[config.mk]
export PLATFORM = sky130hd
export DESIGN_NAME = id_ex_stage
export DESIGN_NICKNAME = d
export VERILOG_FILES = /design/src/rtl/pipeline_pkg.sv /design/src/rtl/hazard_detect.sv /design/src/rtl/id_ex_stage.sv
export SDC_FILE = /design/constraint.sdc
export NUM_CORES = 1
export LEC_CHECK = 0
export ABC_AREA = 1
export CAP_MARGIN = 20
export CORE_AREA = 2 2 149 151
export CTS_CLUSTER_DIAMETER = 100
export DETAILED_ROUTE_END_ITERATION = 10
export DIE_AREA = 0 0 151 153
export HOLD_SLACK_MARGIN = 0.12
export PLACE_DENSITY = 0.69
export SETUP_SLACK_MARGIN = 0.5
export SYNTH_ARGS = -nofsm -noshare
export SYNTH_HDL_FRONTEND = slang
export SYNTH_HIERARCHICAL = 1
export SYNTH_SLANG_ARGS = --single-unit
[constraint.sdc]
create_clock -name clk -period 1.6 [get_ports clk]
set_input_delay 0.24 -clock clk [delete_from_list [all_inputs] [get_ports clk]]
set_output_delay 0.24 -clock clk [all_outputs]
set_load 0.1 [all_outputs]
[src/rtl/pipeline_pkg.sv]
// rtl/pipeline_pkg.sv - shared widths, ALU encodings and control bundle for the 5-stage pipeline
package pipeline_pkg;

    localparam int PIPE_DW = 32;
    localparam int PIPE_AW = 5;
    localparam int PIPE_CW = 5;

    typedef enum logic [PIPE_CW-1:0] {
        ALU_ADD  = 5'd0,
        ALU_SUB  = 5'd1,
        ALU_AND  = 5'd2,
        ALU_OR   = 5'd3,
        ALU_XOR  = 5'd4,
        ALU_NOR  = 5'd5,
        ALU_SLT  = 5'd6,
        ALU_SLTU = 5'd7,
        ALU_SLL  = 5'd8,
        ALU_SRL  = 5'd9,
        ALU_SRA  = 5'd10,
        ALU_LUI  = 5'd11
    } alu_code_e;

    typedef struct packed {
        logic reg_write;
        logic mem_to_reg;
        logic mem_read;
        logic mem_write;
        logic reg_dst;
        logic alu_src_a;
        logic alu_src_b;
    } ctrl_t;

    // Bubble controls: nothing written, no memory access.
    localparam ctrl_t NOP_CTRL = '0;

endpackage

[src/rtl/hazard_detect.sv]
// rtl/hazard_detect.sv - combinational load-use hazard detection and stall request
module hazard_detect #(
    parameter int AW = 5
) (
    input  logic          mem_read_ex_i,
    input  logic          valid_ex_i,
    input  logic [AW-1:0] rt_addr_ex_i,
    input  logic [AW-1:0] rs_addr_id_i,
    input  logic [AW-1:0] rt_addr_id_i,
    input  logic          flush_id_i,
    input  logic          hold_ext_i,
    output logic          lu_o,
    output logic          stall_o
);

    // $0 is never a real producer, so a load into it cannot create a hazard.
    assign lu_o = mem_read_ex_i & valid_ex_i & (rt_addr_ex_i != '0) &
                  ((rt_addr_ex_i == rs_addr_id_i) | (rt_addr_ex_i == rt_addr_id_i));

    assign stall_o = lu_o & ~flush_id_i & ~hold_ext_i;

endmodule

[src/rtl/id_ex_stage.sv]
// rtl/id_ex_stage.sv - ID/EX pipeline register with bubble insertion; ID_EX_PERF_EN adds StallCnt/FlushCnt
module id_ex_stage
    import pipeline_pkg::*;
#(
    parameter int DW = PIPE_DW,
    parameter int AW = PIPE_AW,
    parameter int CW = PIPE_CW
) (
    input  logic          clk,
    input  logic          reset,
    input  logic          Flush_id,
    input  logic          Hold_ext,
    input  logic          RegWrite_id,
    input  logic          MemToReg_id,
    input  logic          MemRead_id,
    input  logic          MemWrite_id,
    input  logic          RegDst_id,
    input  logic          ALUSrcA_id,
    input  logic          ALUSrcB_id,
    input  logic [CW-1:0] ALUCode_id,
    input  logic [DW-1:0] Imm_id,
    input  logic [DW-1:0] Sa_id,
    input  logic [DW-1:0] RsData_id,
    input  logic [DW-1:0] RtData_id,
    input  logic [DW-1:0] PC_id,
    input  logic [AW-1:0] RsAddr_id,
    input  logic [AW-1:0] RtAddr_id,
    input  logic [AW-1:0] RdAddr_id,
    output logic          RegWrite_ex,
    output logic          MemToReg_ex,
    output logic          MemRead_ex,
    output logic          MemWrite_ex,
    output logic          RegDst_ex,
    output logic          ALUSrcA_ex,
    output logic          ALUSrcB_ex,
    output logic [CW-1:0] ALUCode_ex,
    output logic [DW-1:0] Imm_ex,
    output logic [DW-1:0] Sa_ex,
    output logic [DW-1:0] RsData_ex,
    output logic [DW-1:0] RtData_ex,
    output logic [DW-1:0] PC_ex,
    output logic [AW-1:0] RsAddr_ex,
    output logic [AW-1:0] RtAddr_ex,
    output logic [AW-1:0] RdAddr_ex,
    output logic          Valid_ex,
    output logic          Stall
`ifdef ID_EX_PERF_EN
    ,
    output logic [31:0]   StallCnt,
    output logic [31:0]   FlushCnt
`endif
);

    localparam int DATA_W = CW + 5*DW + 3*AW;

    ctrl_t              ctrl_id, ctrl_q, ctrl_d;
    logic [DATA_W-1:0]  data_id, data_q, data_d;
    logic               valid_q, valid_d;
    logic               lu;

    assign ctrl_id = '{reg_write:  RegWrite_id,
                       mem_to_reg: MemToReg_id,
                       mem_read:   MemRead_id,
                       mem_write:  MemWrite_id,
                       reg_dst:    RegDst_id,
                       alu_src_a:  ALUSrcA_id,
                       alu_src_b:  ALUSrcB_id};

    assign data_id = {ALUCode_id, Imm_id, Sa_id, RsData_id, RtData_id, PC_id,
                      RsAddr_id, RtAddr_id, RdAddr_id};

    assign {ALUCode_ex, Imm_ex, Sa_ex, RsData_ex, RtData_ex, PC_ex,
            RsAddr_ex, RtAddr_ex, RdAddr_ex} = data_q;

    assign RegWrite_ex = ctrl_q.reg_write;
    assign MemToReg_ex = ctrl_q.mem_to_reg;
    assign MemRead_ex  = ctrl_q.mem_read;
    assign MemWrite_ex = ctrl_q.mem_write;
    assign RegDst_ex   = ctrl_q.reg_dst;
    assign ALUSrcA_ex  = ctrl_q.alu_src_a;
    assign ALUSrcB_ex  = ctrl_q.alu_src_b;
    assign Valid_ex    = valid_q;

    hazard_detect #(.AW(AW)) u_hazard_detect (
        .mem_read_ex_i (ctrl_q.mem_read),
        .valid_ex_i    (valid_q),
        .rt_addr_ex_i  (RtAddr_ex),
        .rs_addr_id_i  (RsAddr_id),
        .rt_addr_id_i  (RtAddr_id),
        .flush_id_i    (Flush_id),
        .hold_ext_i    (Hold_ext),
        .lu_o          (lu),
        .stall_o       (Stall)
    );

    // Flush and load-use both produce a fully cleared bubble; Hold_ext freezes everything.
    always_comb begin
        ctrl_d  = ctrl_q;
        data_d  = data_q;
        valid_d = valid_q;
        if (!Hold_ext) begin
            if (Flush_id || lu) begin
                ctrl_d  = NOP_CTRL;
                data_d  = '0;
                valid_d = 1'b0;
            end else begin
                ctrl_d  = ctrl_id;
                data_d  = data_id;
                valid_d = 1'b1;
            end
        end
    end

    always_ff @(posedge clk) begin
        if (reset) begin
            ctrl_q  <= NOP_CTRL;
            data_q  <= '0;
            valid_q <= 1'b0;
        end else begin
            ctrl_q  <= ctrl_d;
            data_q  <= data_d;
            valid_q <= valid_d;
        end
    end

`ifdef ID_EX_PERF_EN
    logic [31:0] stall_cnt_q, stall_cnt_d;
    logic [31:0] flush_cnt_q, flush_cnt_d;

    // Stall already excludes flush and hold, so it marks exactly the load-use bubbles.
    always_comb begin
        stall_cnt_d = stall_cnt_q;
        flush_cnt_d = flush_cnt_q;
        if (Stall) begin
            stall_cnt_d = stall_cnt_q + 32'd1;
        end
        if (Flush_id && !Hold_ext) begin
            flush_cnt_d = flush_cnt_q + 32'd1;
        end
    end

    always_ff @(posedge clk) begin
        if (reset) begin
            stall_cnt_q <= '0;
            flush_cnt_q <= '0;
        end else begin
            stall_cnt_q <= stall_cnt_d;
            flush_cnt_q <= flush_cnt_d;
        end
    end

    assign StallCnt = stall_cnt_q;
    assign FlushCnt = flush_cnt_q;
`endif

endmodule
==> qor.csv <==
metric,value,unit
Vias/cell,5.12,
synth warn,6,
Area Growth Syn to Fin,121,%
"Reg clk slew, reported paths",0.08,ns
TritonRoute pass-1 iters,5,
Sw Pwr,4.47,mW
Max Buffers Root-to-Sink,2,
Crit Reg-Reg Endpoint,data_q[4],
hold_buf cts,0,
crit-path max FO,8,
crit path kind,flip-flop to flip-flop,
CORE AREA,21500,um2
WL final,30300,um
Iter 0 DRT Violations,408,
number of synthesized flops with an enable pin,0,
period utilization,133,%
Final nets,1462,
H-tree depth,4,
Clk pwr share,33.2,%
Commonest cells post-synth,"nand2_1, nand3_1, a21oi_1, dfxtp_1, buf_2",
Netlist cell types,17,
starting density of the core,32.6,%
vias in the first global route,7427,
post-route ant nets,0,
Placer Congestion,0.832,
Combinational Power Share,28.3,%
most numerous cell in the Yosys netlist,nand2_1,
status,finished with violations,
Syn Inst Count,889,
startpoint types,flip-flop,
IO buf count,379,
Pleak,5.61,nW
Skew-Pair Late Insertion Delay,0.43,ns
Hold Crit Start,Hold_ext,
Hold Fails Final Rpt,0,
FP Rows,54,
worst setup margin,-0.524,ns
max_slew headroom,67.0,%
"FFs w/ async S/R, synth",0,%
Final setup viols,189,
Tot GR Track Use,22.8,%
share of cells above drive strength 1,42.1,%
Worst EP required,1.95,ns
crit path time final,2.12,ns
worst-margin pin slew,0.496,ns
clock sinks,188,
Seq pwr share,38.5,%
die footprint,23100,um2
"Seq/Total Area, Yosys",53.7,%
R2R setup slack,-0.52,ns
largest net degree at the start of global routing,92,
WP data arrival,2.48,ns
worst min path class,input pin to flip-flop,
syn_nets,1080,
Clock Skew,0.0117,ns
Detailed Place HPWL,18300,um
CTS tree,built,
mapped cell area,7000,um2
GRT Residual Overflow,0,
initial antenna violation count,1,
Num CTS Buffers,17,
maxcap violations,0,
first-pass GRT wire length,41400,um
Synth area leaders,"dfxtp_1, nand3_1, a21oi_1",
Hold Crit Depth,3,
I/O pins,380,
RSZ-0062 raised after global routing,yes,
Yosys reg bits,188,
fin. max-slew vios,0,
WHS Endpoint,data_q[169],
Highest Clock Rate,0.471,GHz
post-synth top area share,53.7,%
Switching Share,34.0,%
Pint,8.67,mW
# DRC,0,
via count,8008,
CTS Root Cell,clkbuf_16,
FF-to-FF path depth,14,
pre-CTS setup slack,-0.462,ns
syn_area_per_cell,7.88,um2
final core area utilization,71.9,%
main flop type after synthesis,dfxtp_1,
CP endpoint kind,flip-flop,
maximum vdd drop,0.665,mV
violated checks,negative setup slack,
P per Cell Area,850,nW/um2
Yosys top cell by area,dfxtp_1,
die height,153,um
Chip Width,151,um
worst r2r src,data_q[7],
wire per inst,19.4,um
-- logic make-up after synthesis --
| group | after synthesis | synth area share (%) |
|---|---|---|
| buf+inv | 97 | 6.72 |
| xor+xnor | 2 | 0.250 |
| flops | 188 | 53.7 |
| simple gates | 414 | 25.9 |
| compound gates | 188 | 13.4 |
-- worst max-delay path, cell delays in order, from the launching register on --
cell and delay (ns):
dfxtp_4 0.37, buf_6 0.12, nor2_4 0.10, nand4_1 0.13, nand3_1 0.14, inv_1 0.07, nand2_2 0.09, buf_6 0.09
inv_2 0.03, nor2_4 0.20, clkbuf_16 0.20, buf_6 0.10, buf_16 0.15, nand3_4 0.07, a21oi_2 0.19
-- sequential cells by signal, indices dropped and copies added, names as in the netlist --
name,cells
ALUSrcB_ex,1
MemRead_ex,1
MemWrite_ex,1
Valid_ex,1
RegDst_ex,1
ALUSrcA_ex,1
RegWrite_ex,1
MemToReg_ex,1
data_q,180
-- timing repair --
| action | CTS | global route |
|---|---|---|
| resized for setup | 31 | 195 |
| pin swaps | 14 | 76 |
| setup endpoints to repair | 377 | 377 |
| cloned | 6 | 12 |
| setup buffers | 6 | 11 |
-- cells in the final DEF, fill, tap and decap left out, types with 8 or more instances in the layout --
master / synthesis / layout
buf_12: 0 / 207
nand2_1: 209 / 205
clkdlybuf4s50_1: 0 / 187
nand3_1: 190 / 116
dfxtp_1: 188 / 111
a21oi_1: 188 / 107
a21oi_2: 0 / 81
dfxtp_2: 0 / 72
nand3_2: 0 / 42
nand3_4: 0 / 32
clkbuf_16: 0 / 28
buf_4: 17 / 15
buf_6: 0 / 13
buf_16: 0 / 10
inv_1: 12 / 8
-- how the worst max path moves through the flow --
stage / startpoint / end / cells after the start
global route: data_q[7] / data_q[4] / 14
CTS: data_q[8] / Stall / 10
floorplan: data_q[9] / Stall / 8
detailed placement: RsAddr_id[3] / data_q[2] / 14
global placement: RsAddr_id[3] / data_q[16] / 13
finish: data_q[7] / data_q[4] / 14
-- metal layers --
| metal | track usage (%) | vias to the layer above | share of wire, % |
|---|---|---|---|
| met1 | 26.2 | 3833 | 38 |
| met5 | 0 | - | 0 |
| met2 | 38.5 | 326 | 50 |
| met3 | 8.48 | 76 | 8.2 |
| met4 | 8.86 | 0 | 3.7 |
| li1 | - | 3773 | - |
-- power groups by stage --
stage                     Sequential, mW  Combinational, mW  Clock, mW
after floorplan                     6.36              0.558          0
after global placement              5.16               3.23          0
after detailed placement            5.17               3.25          0
after CTS                           5.06               3.37       4.42
after global routing                5.08               3.84       4.62
final                               5.06               3.71       4.36
-- area by class of cell --
type                       instances  area [um2]
tap                              280         350
fill                            1441        6030
sequential                       188        3870
clock inverter                    12         119
timing repair buffer             445        6840
multi-input combinational        604        3720
antenna                            1        2.50
clock buffer                      20         478
inverter                          15        61.3
-- stage by stage --
| step | area (um2) | hold WS [ns] | setup TNS, ns | std cells | power (mW) |
|---|---|---|---|---|---|
| CTS | 14100 | 0.120 | -40.24 | 1541 | 12.8 |
| global route | 15500 | 0.128 | -99.31 | 1565 | 13.5 |
| detailed placement | 13100 | 0.474 | -77.69 | 1497 | 8.42 |
| global placement | 13100 | 0.472 | -69.99 | 1497 | 8.39 |
| floorplan | 7230 | 0.390 | -13.32 | 889 | 6.92 |
| finish | 15500 | 0.144 | -81.42 | 1565 | 13.1 |
(Power assumes the default switching activity.)
